`src/rtl/mips_pkg.sv`:
```
// Shared definitions for the multicycle MIPS datapath: opcodes, instruction
// field positions and the default PC reset value.
package mips_pkg;

  localparam logic [5:0] OP_RTYPE = 6'h00;
  localparam logic [5:0] OP_LW    = 6'h23;
  localparam logic [5:0] OP_SW    = 6'h2B;
  localparam logic [5:0] OP_BEQ   = 6'h04;
  localparam logic [5:0] OP_ADDI  = 6'h08;
  localparam logic [5:0] OP_J     = 6'h02;

  localparam int OPCODE_MSB = 31;
  localparam int OPCODE_LSB = 26;
  localparam int RS_MSB     = 25;
  localparam int RS_LSB     = 21;
  localparam int RT_MSB     = 20;
  localparam int RT_LSB     = 16;
  localparam int RD_MSB     = 15;
  localparam int RD_LSB     = 11;
  localparam int IMM_MSB    = 15;
  localparam int IMM_LSB    = 0;
  localparam int FUNCT_MSB  = 5;
  localparam int FUNCT_LSB  = 0;

  localparam logic [31:0] DEFAULT_RESET_PC = 32'h0000_0000;

endpackage

```
`src/rtl/en_reg.sv`:
```
// Generic enabled register with asynchronous active-low reset to a
// configurable value.
module en_reg #(
  parameter int               WIDTH     = 32,
  parameter logic [WIDTH-1:0] RESET_VAL = '0
) (
  input  logic             clk,
  input  logic             rst,
  input  logic             en,
  input  logic [WIDTH-1:0] d,
  output logic [WIDTH-1:0] q
);

  always_ff @(posedge clk or negedge rst) begin
    if (!rst) begin
      q <= RESET_VAL;
    end else if (en) begin
      q <= d;
    end
  end

endmodule

```
`src/rtl/pc_ir_unit.sv`:
```
// Nonarchitectural state around the multicycle control unit: PC, IR, MDR and
// ALUOut, plus the memory address mux and decode field taps.
module pc_ir_unit
  import mips_pkg::*;
#(
  parameter int               WIDTH     = 32,
  parameter logic [WIDTH-1:0] RESET_PC  = WIDTH'(DEFAULT_RESET_PC),
  parameter int               CNT_WIDTH = 16
) (
  input  logic                 clk,
  input  logic                 rst,
  input  logic                 PCWrite,
  input  logic                 Branch,
  input  logic                 PCSrc,
  input  logic                 IRWrite,
  input  logic                 lord,
  input  logic                 Zero,
  input  logic [WIDTH-1:0]     ALUResult,
  input  logic [WIDTH-1:0]     ReadData,
  output logic [WIDTH-1:0]     Adr,
  output logic [WIDTH-1:0]     PC,
  output logic [WIDTH-1:0]     Instr,
  output logic [5:0]           Opcode,
  output logic [5:0]           Funct,
  output logic [4:0]           Rs,
  output logic [4:0]           Rt,
  output logic [4:0]           Rd,
  output logic [15:0]          Imm,
  output logic [WIDTH-1:0]     Data,
  output logic [WIDTH-1:0]     ALUOut,
  output logic                 PCEn,
  output logic [CNT_WIDTH-1:0] fetch_count,
  output logic                 misalign_err
);

  function automatic logic [WIDTH-1:0] word_align(input logic [WIDTH-1:0] a);
    return {a[WIDTH-1:2], 2'b00};
  endfunction

  function automatic logic is_misaligned(input logic [WIDTH-1:0] a);
    return a[1:0] != 2'b00;
  endfunction

  logic [WIDTH-1:0] pc_next_p0;
  logic [WIDTH-1:0] pc_load_p0;

  assign PCEn       = PCWrite | (Branch & Zero);
  assign pc_next_p0 = PCSrc ? ALUOut : ALUResult;
  assign pc_load_p0 = word_align(pc_next_p0);

  // p0 -> p1: all four state registers capture on the same edge
  en_reg #(.WIDTH(WIDTH), .RESET_VAL(RESET_PC)) u_pc (
    .clk (clk),
    .rst (rst),
    .en  (PCEn),
    .d   (pc_load_p0),
    .q   (PC)
  );

  en_reg #(.WIDTH(WIDTH), .RESET_VAL('0)) u_ir (
    .clk (clk),
    .rst (rst),
    .en  (IRWrite),
    .d   (ReadData),
    .q   (Instr)
  );

  en_reg #(.WIDTH(WIDTH), .RESET_VAL('0)) u_mdr (
    .clk (clk),
    .rst (rst),
    .en  (1'b1),
    .d   (ReadData),
    .q   (Data)
  );

  en_reg #(.WIDTH(WIDTH), .RESET_VAL('0)) u_aluout (
    .clk (clk),
    .rst (rst),
    .en  (1'b1),
    .d   (ALUResult),
    .q   (ALUOut)
  );

  always_ff @(posedge clk or negedge rst) begin
    if (!rst) begin
      fetch_count  <= '0;
      misalign_err <= 1'b0;
    end else begin
      if (IRWrite) begin
        fetch_count <= fetch_count + CNT_WIDTH'(1);
      end
      // Sticky: only reset clears it
      if (PCEn && is_misaligned(pc_next_p0)) begin
        misalign_err <= 1'b1;
      end
    end
  end

  assign Adr = lord ? ALUOut : PC;

  assign Opcode = Instr[OPCODE_MSB:OPCODE_LSB];
  assign Funct  = Instr[FUNCT_MSB:FUNCT_LSB];
  assign Rs     = Instr[RS_MSB:RS_LSB];
  assign Rt     = Instr[RT_MSB:RT_LSB];
  assign Rd     = Instr[RD_MSB:RD_LSB];
  assign Imm    = Instr[IMM_MSB:IMM_LSB];

endmodule

```
`config.mk`:
```
export PLATFORM = sky130hd
export DESIGN_NAME = pc_ir_unit
export DESIGN_NICKNAME = d
export VERILOG_FILES = /design/src/rtl/mips_pkg.sv /design/src/rtl/en_reg.sv /design/src/rtl/pc_ir_unit.sv
export SDC_FILE = /design/constraint.sdc
export NUM_CORES = 1
export LEC_CHECK = 0
export CORE_MARGIN = 2
export CORE_UTILIZATION = 36
export CTS_CLUSTER_DIAMETER = 50
export CTS_CLUSTER_SIZE = 28
export DETAILED_ROUTE_END_ITERATION = 8
export PLACE_DENSITY = 0.77
export SETUP_SLACK_MARGIN = 0.02
export SYNTH_ARGS = -nofsm -noshare
export SYNTH_HDL_FRONTEND = slang
export SYNTH_SLANG_ARGS = --single-unit
```
`constraint.sdc`:
```
create_clock -name clk -period 1.15 [get_ports clk]
set_input_delay 0.23 -clock clk [delete_from_list [all_inputs] [get_ports clk]]
set_output_delay 0.23 -clock clk [all_outputs]
set_load 0.005 [all_outputs]
```
# Word level (Yosys, flattened, before mapping)
# Cells that the tools add are included.
# totals
register_bits,143
out_inout_bits,221
# op_classes
n_addsub,1
mux,2
n_bitwise,2
reduce_logical,2
# ops
cell,n
$mux W32,2
$add A16 B1 Y16 const B,1
$reduce_bool A2 Y1,1
$and A1 B1 Y1,1
$logic_and A1 B1 Y1,1
$or A1 B1 Y1,1

# Longest topological paths before layout
# Gate-level depths: netlist (run 1).
# logic_depth
ltp_word,3
ltp_mapped,5

# Modules after synthesis
# A second synthesis (run 1) with hierarchy kept.
# unflattened
cells_unflattened,450
area_unflattened_um2,7176.9
# modules_own_cells
module,instances,cells_each,area_per_inst_um2
en_reg,4,68,1345.0
pc_ir_unit,1,178,1796.7

# Worst setup path before layout (run 1)
# Ideal clock, no wire load.
# synth_timing
kind,reg2reg
startpoint,register fetch_count[0]
endpoint,register fetch_count[14]
arrival_ns,1.147
required_time_ns,1.027
slack_ns,-0.121
stages_incl_launch_ff,6
period_less_slack_ns,1.271
cell_sequence,dfrtp_1 > ha_1 > nand3_2 > nor2_4 > nand4_1 > xnor2_1
# synth_via
elab_chain_cells,1
# synth_lines
element,line,source
"start, declared",pc_ir_unit.sv:32,"output logic [CNT_WIDTH-1:0] fetch_count,"
"start signal, assigned",pc_ir_unit.sv:90,fetch_count <= fetch_count + CNT_WIDTH'(1);
$add A16 B1 Y16,pc_ir_unit.sv:90,
# No other way between the ends.
# A chain may end at the register's enable or synchronous reset.

# Final worst setup path (run 1)
# layout_timing
startpoint,register u_pc.q[16]
endpoint,output Adr[16]
# layout_via
elab_chain_cells,1
# layout_lines
element,line,source
"start, declared",en_reg.sv:11,output logic [WIDTH-1:0] q
"start signal, assigned",en_reg.sv:16,q <= RESET_VAL;
"start signal, assigned",en_reg.sv:18,q <= d;
$mux W32,pc_ir_unit.sv:99,assign Adr = lord ? ALUOut : PC;
"end, declared",pc_ir_unit.sv:20,"output logic [WIDTH-1:0] Adr,"
# No other way between the ends.

==> metrics.md, run 1 <==
| Metric | Value |
|---|---|
| Overall Global Routing Usage | 23.2% |
| TritonCTS clock tree | done |
| Final setup margin | -0.332 ns |
| Net count reported at finish | 910 |
| Layout Utilization | 70.9% |
| Total wire length | 20100 microns |
| Max_cap viols | 0 |
| Crit-path cells | mux2_4 -> buf_6 |
| Setup crit end kind | output port |
| Post-route cell area | 10800 sq um |
| Final hold slack | 0.244 ns |
| Routability cong. | 0.865 |
| Critical R2R Launch | fetch_count[1] |
| Crit path max fanout | 2 |
| Max clock buf depth | 2 |
| Vias/cell | 4.69 |
| # DRC | 0 |
| Cells after Synth | 406 |
| HP Class | input pin to register |
| CTS sink cnt | 143 |
| LEAKAGE | 5.29 nW |
| Worst hold endpoint | misalign_err |
| Post-Syn Area | 5630 sq um |
| Area Growth Syn to Fin | 92.2% |
| Failing checks | setup timing |
| Startpoint types | register |
| DR iter-0 viols | 204 |
| Core Area | 15300 sq um |
| Total Power | 16.6 mW |
| Hold Startpoint | PCWrite |
| Reg area | 3580 sq um |
| I/O pin count | 293 |
| Antenna viol nets, final | 0 |
| Multi-input gate area | 1820 sq um |
| Die height | 129 microns |
| Worst path slowest cell | dfrtp_1 |
| Pin count of the biggest net entering global routing | 43 |
| Fmax | 0.675 GHz |
| Setup WS pre-CTS | -0.880 ns |
| Total negative slack | -24.61 ns |
| Port Buffers | 290 |
| Placed cells | 925 |
| Fin cells | 1060 |
| Layout cell share with drive strength beyond 1 | 62.0% |
| Outcome | finished, violations left |
| Die area | 16700 sq um |
| Final Hold Vio Count | 0 |
| Num CTS Buffers | 17 |
| Routed len/inst | 19.0 microns |
| Final slew viol count | 0 |
| Vias | 4969 |
| Worst r2r path cells | 6 |
| Synth Register Bits | 143 |
| Initial antenna violation count | 0 |
| GRT Residual Overflow | 0 |
| WS Path Type | register to output port |
| Clock skew | 0.00750 ns |
| Filler cells | 961 |
| Reg2Reg Capture Point | fetch_count[14] |
| Syn. warnings | 0 |
| DIE WIDTH | 129 microns |
| Post-synthesis cell type count | 28 |
| RSZ-0062 raised after global routing | true |
| Row cnt | 45 |
| H-tree Lvls | 4 |
| Peak supply drop | 0.929 mV |
| Placement Cell Area | 9060 sq um |
| Drt first pass iters | 4 |
| First-pass GRT wire length | 29200 microns |
| Hold path depth | 5 |
| Vias in the first global route | 5311 |
| Worst-path clk slew | 0.06 ns |
| Clk_lat worst skew | 0.41 ns |
| Initial Utilization | 36.9% |
| Tmin final | 1.48 ns |
| Ant diodes | 0 |
| Yosys top cell by area | dfrtp_1 |
| Post-synthesis sequential area ratio | 63.6% |
| Pwr/cell area | 1530 nW/um^2 |
| CTS root buf | clkbuf_16 |
| Synth area leaders | dfrtp_1 64%, mux2_2 12%, buf_4 6.1% |
| Slowest stage delay, CP | 0.41 ns |
| Crit path DAT | 1.25 ns |
| Final setup violation count | 197 |
| Syn Area/Cell | 13.9 sq um |
| Tcrit/Tclk final | 129% |
| Worst reg2reg setup slack | -0.18 ns |
| Post-DP HPWL | 12300 microns |
| WP data required | 0.92 ns |
| Share of the synthesized area in the top cell type | 63.6% |
[report_power, final]
group | total [mW] | switching, mW | internal [mW]
sequential | 5.90 | 0.389 | 5.51
combinational | 4.53 | 1.63 | 2.90
clock | 6.14 | 2.06 | 4.07
[layout make-up]
cell class | count | share of cell area, %
Clock buffer | 22 | 4.48
Multi-Input combinational cell | 199 | 16.8
Timing Repair Buffer | 474 | 41.5
Clock inverter | 9 | 1.67
Sequential cell | 143 | 33.1
Tap cell | 211 | 2.44
Inverter | 2 | 0.0694
[flip-flops by register name (all words and copies together) (netlist names)]
register and count:
u_aluout.q 32, u_ir.q 32, u_mdr.q 32, u_pc.q 30, fetch_count 16, misalign_err 1
[cells in the mapped netlist (all sizes together)]
cell type,number
a21o,1
a21oi,2
and2,2
and3,1
and4,2
buf,56
clkbuf,7
conb,1
dfrtp,143
ha,1
inv,2
mux2,63
mux2i,30
nand2,35
nand3,5
nand4,4
nor2,4
nor3,2
o21ai,30
xnor2,11
xor2,4
[what timing repair did]
action,in CTS,in global routing
cloned,1,0
pin swaps,17,8
endpoints found under the hold margin,58,0
hold buffers,1,0
resized for setup,1118,93
endpoints found under the setup margin,250,234
setup buffers,85,67
[cell usage in the layout (no fill, tap or decap), drive strengths merged, types with 4 or more instances in the layout]
| cell | count |
|---|---|
| dfrtp | 143 |
| o21ai | 30 |
| mux2i | 30 |
| xor2 | 4 |
| nand2 | 35 |
| xnor2 | 11 |
| clkdlybuf4s50 | 64 |
| nand4 | 4 |
| mux2 | 63 |
| bufinv | 5 |
| buf | 401 |
| clkbuf | 27 |
| nor2 | 4 |
| nand3 | 5 |
[critical path, delay by kind of cell (launching register included)]
family	cells	cell delay, ns
DFF	1	0.41
muxes	1	0.30
buffers and inverters	1	0.12
[cell families (layout without fill, tap and decap cells)]
family | after synthesis | count (layout) | share of synthesized area [%]
AND/OR/NAND/NOR | 55 | 55 | 5.11
multiplexers | 93 | 93 | 17.9
flip-flops | 143 | 143 | 63.6
other | 1 | 2 | 0.0666
AO/OA/AOI/OAI | 33 | 33 | 3.04
buffers and inverters | 65 | 507 | 7.73
adder cells (fa/ha/maj) | 1 | 1 | 0.222
XOR/XNOR | 15 | 15 | 2.33
[per-layer routing]
layer,share of wire [%],GRT usage (%)
met4,3.0,9.78
met3,8.6,7.64
met5,0,0
met2,52,40.7
met1,36,26.1
[worst max path at each step]
stage | depth (start not counted) | start | end
3_3_place_gp | 4 | lord | Adr[19]
3_5_place_dp | 4 | lord | Adr[13]
5_1_grt | 2 | u_pc.q[26] | Adr[26]
2_1_floorplan | 5 | fetch_count[1] | fetch_count[14]
6_report | 2 | u_pc.q[16] | Adr[16]
4_1_cts | 2 | u_pc.q[30] | PC[30]
Note: power is estimated with default switching activity, not from simulation.
==> inputs of run 2 (changes only) <==
--- a/config.mk
+++ b/config.mk
@@ -6,12 +6,13 @@
 export NUM_CORES = 1
 export LEC_CHECK = 0
 export CORE_MARGIN = 2
-export CORE_UTILIZATION = 36
+export CORE_UTILIZATION = 40
 export CTS_CLUSTER_DIAMETER = 50
 export CTS_CLUSTER_SIZE = 28
 export DETAILED_ROUTE_END_ITERATION = 8
-export PLACE_DENSITY = 0.77
+export PLACE_DENSITY = 0.75
 export SETUP_SLACK_MARGIN = 0.02
 export SYNTH_ARGS = -nofsm -noshare
 export SYNTH_HDL_FRONTEND = slang
+export SYNTH_HIERARCHICAL = 1
 export SYNTH_SLANG_ARGS = --single-unit
==> constraint.sdc (replaced) <==
create_clock -name clk -period 1.62 [get_ports clk]
set_input_delay 0.324 -clock clk [delete_from_list [all_inputs] [get_ports clk]]
set_output_delay 0.324 -clock clk [all_outputs]
set_load 0.005 [all_outputs]
==> run 2 against run 1 <==
Compared with the run above:
- the flow still finishes with violations (setup timing)
- non-clock buffer count shrank 10
- first-iteration DRC count shrank 16%
- highest routed layer unchanged
- synthesized cell count up 11%
- wire length up 4.0%
- area after synthesis rose by 27%
- worst setup slack improved by 0.30 ns
==> metrics.md, run 2 <==
| Metric | Value |
|---|---|
| Routed len/inst | 18.9 microns (was 19.0 microns) |
| Final setup margin | -0.0277 ns (was -0.332 ns) |
| Post-DP HPWL | 13000 microns (was 12300 microns) |
| Post-synth EDFFs | 0 (unchanged) |
| CTS sink cnt | 145 (was 143) |
| I/O pin count | 293 (unchanged) |
| Post-synthesis cell type count | 25 (was 28) |
| Synth top cells by count | 145 x dfrtp_1, 120 x mux2_4, 71 x mux2_2 (was 143 x dfrtp_1, 61 x mux2_2, 46 x buf_4) |
| Highest-count cells in the layout ignoring fill and taps | 176 x dlygate4sd2_1, 143 x dfrtp_1, 142 x mux2_4, 133 x buf_4, 67 x clkdlybuf4s50_1 (was 236 x buf_6, 140 x dfrtp_1, 90 x buf_2, 67 x buf_4, 64 x clkdlybuf4s50_1) |
| Overall Global Routing Usage | 21.6% (was 23.2%) |
| Multi-input gate area | 3000 sq um (was 1820 sq um) |
| Total wire length | 20900 microns (was 20100 microns) |
| Area Growth Syn to Fin | 63.6% (was 92.2%) |
| Max_cap viols | 0 (unchanged) |
| Total Power | 12.1 mW (was 16.6 mW) |
| Most common cell in the synthesized netlist | dfrtp_1 (unchanged) |
| Routability cong. | 0.827 (was 0.865) |
| First-pass GRT wire length | 31100 microns (was 29200 microns) |
| TritonCTS clock tree | done (unchanged) |
| Yosys top cell by area | dfrtp_1 (unchanged) |
| Final setup violation count | 12 (was 197) |
| Failing checks | setup timing (unchanged) |
| Synth Register Bits | 145 (was 143) |
| Worst path slowest cell | dfrtp_1 (unchanged) |
| Slowest stage delay, CP | 0.41 ns (about the same) |
| Share of synthesized flip-flops with an asynchronous set or reset | 100% (unchanged) |
| Drt first pass iters | 4 (unchanged) |
| H-tree Lvls | 4 (unchanged) |
| Startpoint types | register (unchanged) |
| Crit-path cells | buf_6 -> mux2_4 -> buf_6 (was mux2_4 -> buf_6) |
| HP Class | input pin to register (unchanged) |
| Post-synthesis sequential area ratio | 50.6% (was 63.6%) |
| Pin count of the biggest net entering global routing | 44 (was 43) |
| Vias | 5295 (was 4969) |
| Initial antenna violation count | 0 (unchanged) |
| Fmax | 0.607 GHz |
| Peak supply drop | 0.695 mV (was 0.929 mV) |
| WS Path Type | register to output port (unchanged) |
| Core Area | 17400 sq um (was 15300 sq um) |
| WP data required | 1.30 ns (was 0.92 ns) |
| Die area | 19000 sq um (was 16700 sq um) |
| Die height | 138 microns (was 129 microns) |
| Crit path DAT | 1.32 ns (was 1.25 ns) |
| Initial Utilization | 41.2% (was 36.9%) |
| Layout cell share with drive strength beyond 1 | 49.5% (was 62.0%) |
| Syn Area/Cell | 15.9 sq um (was 13.9 sq um) |
| LEAKAGE | 5.98 nW (was 5.29 nW) |
| Tmin final | 1.65 ns |
| Vias in the first global route | 5719 (was 5311) |
| Synth area leaders | dfrtp_1 51%, mux2_4 25%, mux2_2 11% (was dfrtp_1 64%, mux2_2 12%, buf_4 6.1%) |
| Port Buffers | 292 (was 290) |
| Post-Syn Area | 7180 sq um (was 5630 sq um) |
| RSZ-0062 raised after global routing | true (unchanged) |
| Net count reported at finish | 942 (was 910) |
| Reg area | 3630 sq um (was 3580 sq um) |
| Row cnt | 48 (was 45) |
| Clk_lat worst skew | 0.41 ns (about the same) |
| Final Hold Vio Count | 0 (unchanged) |
| Primary FF master, synth | dfrtp_1 (unchanged) |
| # DRC | 0 (unchanged) |
| Num CTS Buffers | 17 (unchanged) |
| Setup crit end kind | output port (unchanged) |
| Final slew viol count | 0 (unchanged) |
| Clock skew | 0.00660 ns (was 0.00750 ns) |
| Outcome | finished, violations left (unchanged) |
| Hold path depth | 4 (was 5) |
| DIE WIDTH | 138 microns (was 129 microns) |
| Max clock buf depth | 2 (unchanged) |
| Worst r2r path cells | 5 (was 6) |
| Share of the synthesized area in the top cell type | 50.6% (was 63.6%) |
| CTS root buf | clkbuf_16 (unchanged) |
| Pwr/cell area | 1030 nW/um^2 (was 1530 nW/um^2) |
| DR iter-0 viols | 171 (was 204) |
| Ant diodes | 0 (unchanged) |
| GRT Residual Overflow | 0 (unchanged) |
| Setup WS pre-CTS | -0.151 ns (was -0.880 ns) |
| Filler cells | 1247 (was 961) |
| Syn. warnings | 6 (was 0) |
| Cells after Synth | 450 (was 406) |
| Tcrit/Tclk final | 102% |
| Antenna viol nets, final | 0 (unchanged) |
| Crit path max fanout | 2 (unchanged) |
| Most Frequent Cell on Critical Path | buf_6 |
| Vias/cell | 4.78 (was 4.69) |
| Commonest non-fill, non-tap cell in the layout | dlygate4sd2_1 (was buf_6) |
| Worst-path clk slew | 0.06 ns (about the same) |
-- run 2: cell types whose count changed after synthesis, sizes merged, moves of 2 or more --
cell	previous run	this run
mux2	63	191
mux2i	30	0
o21ai	30	0
nand2	35	6
buf	56	65
clkbuf	7	1
and2	2	0
and4	2	0
dfrtp	143	145
nand3	5	3
nor2	4	6
xnor2	11	9
xor2	4	6
-- run 2: worst paths after layout --
check,start,end,slack (ns)
max in group asynchronous,rst,u_aluout/q[2],0.64
min in group asynchronous,rst,u_pc/q[25],0.41
max,u_pc/q[1],Adr[1],-0.03
min,IRWrite,fetch_count[5],0.39
min reg2reg,misalign_err,misalign_err,0.46
max reg2reg,fetch_count[8],fetch_count[15],0.14
-- run 2: cells by family after synthesis --
family | count (synthesis) | synth area share, %
mux | 191 | 36.2
flops | 145 | 50.6
buf+inv | 68 | 8.94
simple gates | 25 | 1.87
xor+xnor | 15 | 1.83
compound gates | 3 | 0.279
other cells | 2 | 0.105
fa+ha+maj | 1 | 0.174
-- run 2: through the flow --
step	utilization, %	TNS (ns)	hold WS [ns]	instance area [sq um]	std cells
2_1_floorplan	-	0	0.0284	7180	452
5_1_grt	67.4	-0.963	0.390	11700	1107
4_1_cts	66.9	-0.778	0.365	11600	1112
3_3_place_gp	57.7	-6.44	0.283	10100	928
6_report	67.4	-0.171	0.393	11700	1107
3_5_place_dp	57.7	-7.50	0.287	10100	928
-- run 2: per-layer routing --
metal  vias to the layer above  global-route usage [%]  part of all wire [%]
met5                         -                       0                     0
met4                         0                    8.50                   2.4
met3                        31                    5.04                   7.4
met2                       230                    38.0                    51
met1                      2668                    25.3                    39
li1                       2366                       -                     -
-- run 2: report_power, final --
| part | internal (mW) | switching (mW) | total [mW] |
|---|---|---|---|
| registers | 4.07 | 0.310 | 4.38 |
| logic | 2.32 | 1.25 | 3.57 |
| clock network | 2.50 | 1.61 | 4.11 |
-- run 2: what timing repair did --
action,4_1_cts,5_1_grt
hold buffers,1,0
pin swaps,0,0
gates resized for setup,339,54
setup buffers,151,2
endpoints found under the setup margin,220,41
hold endpoints to repair,38,0
-- run 2: layout make-up --
class / instances / share of cell area, %
timing repair buffer: 464 / 35.7
inverter: 2 / 0.0640
multi-input combinational: 239 / 25.6
sequential: 145 / 30.9
clock buffer: 19 / 3.77
tap: 225 / 2.40
clock inverter: 13 / 1.50
-- run 2: worst max-delay path, delay by kind of cell (launching register included) --
family,cells,cell delay (ns)
muxes,1,0.27
buffers and inverters,2,0.25
DFF,1,0.41
==> inputs of run 3 (changes only) <==
--- a/config.mk
+++ b/config.mk
@@ -10,7 +10,7 @@
 export CTS_CLUSTER_DIAMETER = 50
 export CTS_CLUSTER_SIZE = 28
 export DETAILED_ROUTE_END_ITERATION = 8
-export PLACE_DENSITY = 0.75
+export PLACE_DENSITY = 0.76
 export SETUP_SLACK_MARGIN = 0.02
 export SYNTH_ARGS = -nofsm -noshare
 export SYNTH_HDL_FRONTEND = slang
==> run 3 against run 2 <==
Compared with the run above:
- the run still ends with setup timing left
- worst setup slack gained 0.0048 ns
- die area is the same
- clock power about the same
- power shrank 0.47%
- count of clock-buffer cells in the layout unchanged
- fmax up 0.29%
- combinational power fell by 1%
==> metrics.md, run 3 (same netlist as run 2, synthesis figures left out) <==
| Metric | Value |
|---|---|
| Final setup violation count | 11 (was 12) |
| I/O pin count | 293 (unchanged) |
| Antenna viol nets, final | 0 (unchanged) |
| Row cnt | 48 (unchanged) |
| Vias in the first global route | 5670 (was 5719) |
| Vias/cell | 4.77 (was 4.78) |
| Worst reg2reg setup slack | 0.09 ns (was 0.14 ns) |
| H-tree Lvls | 4 (unchanged) |
| Routed len/inst | 18.8 microns (was 18.9 microns) |
| Routability cong. | 0.806 (was 0.827) |
| Clock skew | 0.00904 ns (was 0.00660 ns) |
| Overall Global Routing Usage | 21.7% (was 21.6%) |
| Area Growth Syn to Fin | 61.6% (was 63.6%) |
| Worst-path clk slew | 0.07 ns (was 0.06 ns) |
| Net count reported at finish | 939 (was 942) |
| CTS root buf | clkbuf_16 (unchanged) |
| Port Buffers | 292 (unchanged) |
| Total wire length | 20700 microns (was 20900 microns) |
| Core Area | 17400 sq um (unchanged) |
| RSZ-0062 raised after global routing | true (unchanged) |
| Layout cell share with drive strength beyond 1 | 50.1% (was 49.5%) |
| Final setup margin | -0.0229 ns (was -0.0277 ns) |
| Crit path max fanout | 2 (unchanged) |
| Outcome | finished, violations left (unchanged) |
| Filler cells | 1266 (was 1247) |
| Final slew viol count | 0 (unchanged) |
| # DRC | 0 (unchanged) |
| Commonest non-fill, non-tap cell in the layout | dlygate4sd2_1 (unchanged) |
| GRT Residual Overflow | 0 (unchanged) |
| Num CTS Buffers | 17 (unchanged) |
| Failing checks | setup timing (unchanged) |
| Vias | 5267 (was 5295) |
| Tcrit/Tclk final | 101% (was 102%) |
| Startpoint types | register (unchanged) |
| Final Hold Vio Count | 0 (unchanged) |
| DIE WIDTH | 138 microns (unchanged) |
| Fmax | 0.609 GHz (was 0.607 GHz) |
| Setup crit end kind | output port (unchanged) |
| Clk_lat worst skew | 0.42 ns (was 0.41 ns) |
| Fin cells | 1105 (was 1107) |
| Die height | 138 microns (unchanged) |
| Pwr/cell area | 1040 nW/um^2 (was 1030 nW/um^2) |
| Max_cap viols | 0 (unchanged) |
| DR iter-0 viols | 117 (was 171) |
| Post-DP HPWL | 13100 microns (was 13000 microns) |
| CTS sink cnt | 145 (unchanged) |
| Final hold slack | 0.376 ns (was 0.393 ns) |
| Total Power | 12.0 mW (was 12.1 mW) |
| TritonCTS clock tree | done (unchanged) |
| WP data required | 1.30 ns (about the same) |
| Placed cells | 927 (was 928) |
| Initial Utilization | 41.2% (unchanged) |
| First-pass GRT wire length | 31200 microns (was 31100 microns) |
| Die area | 19000 sq um (unchanged) |
| HP Class | input pin to async pin (was input pin to register) |
| Highest-count cells in the layout ignoring fill and taps | 172 x dlygate4sd2_1, 143 x dfrtp_1, 137 x mux2_4, 137 x buf_4, 67 x clkdlybuf4s50_1 (was 176 x dlygate4sd2_1, 143 x dfrtp_1, 142 x mux2_4, 133 x buf_4, 67 x clkdlybuf4s50_1) |
| Max clock buf depth | 2 (unchanged) |
| Pin count of the biggest net entering global routing | 43 (was 44) |
| LEAKAGE | 5.91 nW (was 5.98 nW) |
| Peak supply drop | 0.684 mV (was 0.695 mV) |
| Initial antenna violation count | 1 (was 0) |
| Crit path DAT | 1.32 ns (about the same) |
| WS Path Type | register to output port (unchanged) |
| Layout Utilization | 66.6% (was 67.4%) |
| Drt first pass iters | 4 (unchanged) |
| Tmin final | 1.64 ns (was 1.65 ns) |
[run 3: changes by cell type in the layout (fill, tap and decap cells not counted), moves of 2 or more]
| cell | change |
|---|---|
| inv_6 | -2 |
| clkinv_4 | +3 |
| buf_2 | +3 |
| buf_4 | +4 |
| mux2_2 | +5 |
| dlygate4sd2_1 | -4 |
| mux2_4 | -5 |
| buf_6 | -12 |
| buf_12 | -2 |
| clkbuf_2 | +9 |
[run 3: cell type report]
cell class | count | area, sq um | share of cell area [%]
multi-input combinational | 239 | 2990 | 25.8
clock buffer | 19 | 443 | 3.82
antenna | 1 | 2.50 | 0.0216
inverter | 2 | 7.51 | 0.0647
tap | 225 | 282 | 2.43
clock inverter | 13 | 178 | 1.53
sequential | 145 | 3630 | 31.3
timing repair buffer | 461 | 4070 | 35.1
[run 3: timing repair]
action / 4_1_cts / 5_1_grt
endpoints found under the hold margin: 34 / 0
endpoints found under the setup margin: 221 / 41
pin swaps: 0 / 2
hold buffers: 1 / 0
buffers inserted: 143 / 8
resized for setup: 314 / 68
[run 3: power by group]
part           total, mW  switching [mW]  internal, mW
Sequential          4.38           0.313          4.07
Combinational       3.52            1.25          2.28
Clock               4.10            1.60          2.50
[run 3: routing by layer]
layer | vias to the layer above | wire length [microns] | track usage [%]
met5 | - | 0 | 0
met4 | 0 | 512 | 9.07
met3 | 36 | 1280 | 4.71
met2 | 235 | 10500 | 36.7
met1 | 2627 | 8440 | 26.9
li1 | 2369 | - | -
[run 3: final timing paths]
| check | startpoint | end | depth (start not counted) |
|---|---|---|---|
| min in group clk | IRWrite | fetch_count[8] | 4 |
| hold / removal | rst | fetch_count[10] | 2 |
| max in group asynchronous | rst | u_aluout/q[9] | 3 |
| setup reg to reg | fetch_count[0] | fetch_count[12] | 6 |
| setup / recovery | u_pc/q[21] | Adr[21] | 3 |
| hold reg to reg | misalign_err | misalign_err | 1 |
[run 3: metrics by stage]
stage          area, sq um  worst slack (ns)  TNS (ns)
3_3_place_gp         10000            -0.142     -6.10
2_1_floorplan         7180            0.0792         0
3_5_place_dp         10000            -0.154     -6.78
5_1_grt              11600           -0.0653    -0.841
4_1_cts              11500            -0.116     -1.18
6_report             11600           -0.0229    -0.134
[run 3: worst max-delay path, cell delays in order, from the launching register on]
cell     delay (ns)
dfrtp_1        0.41
buf_6          0.13
mux2_2         0.24
buf_2          0.12
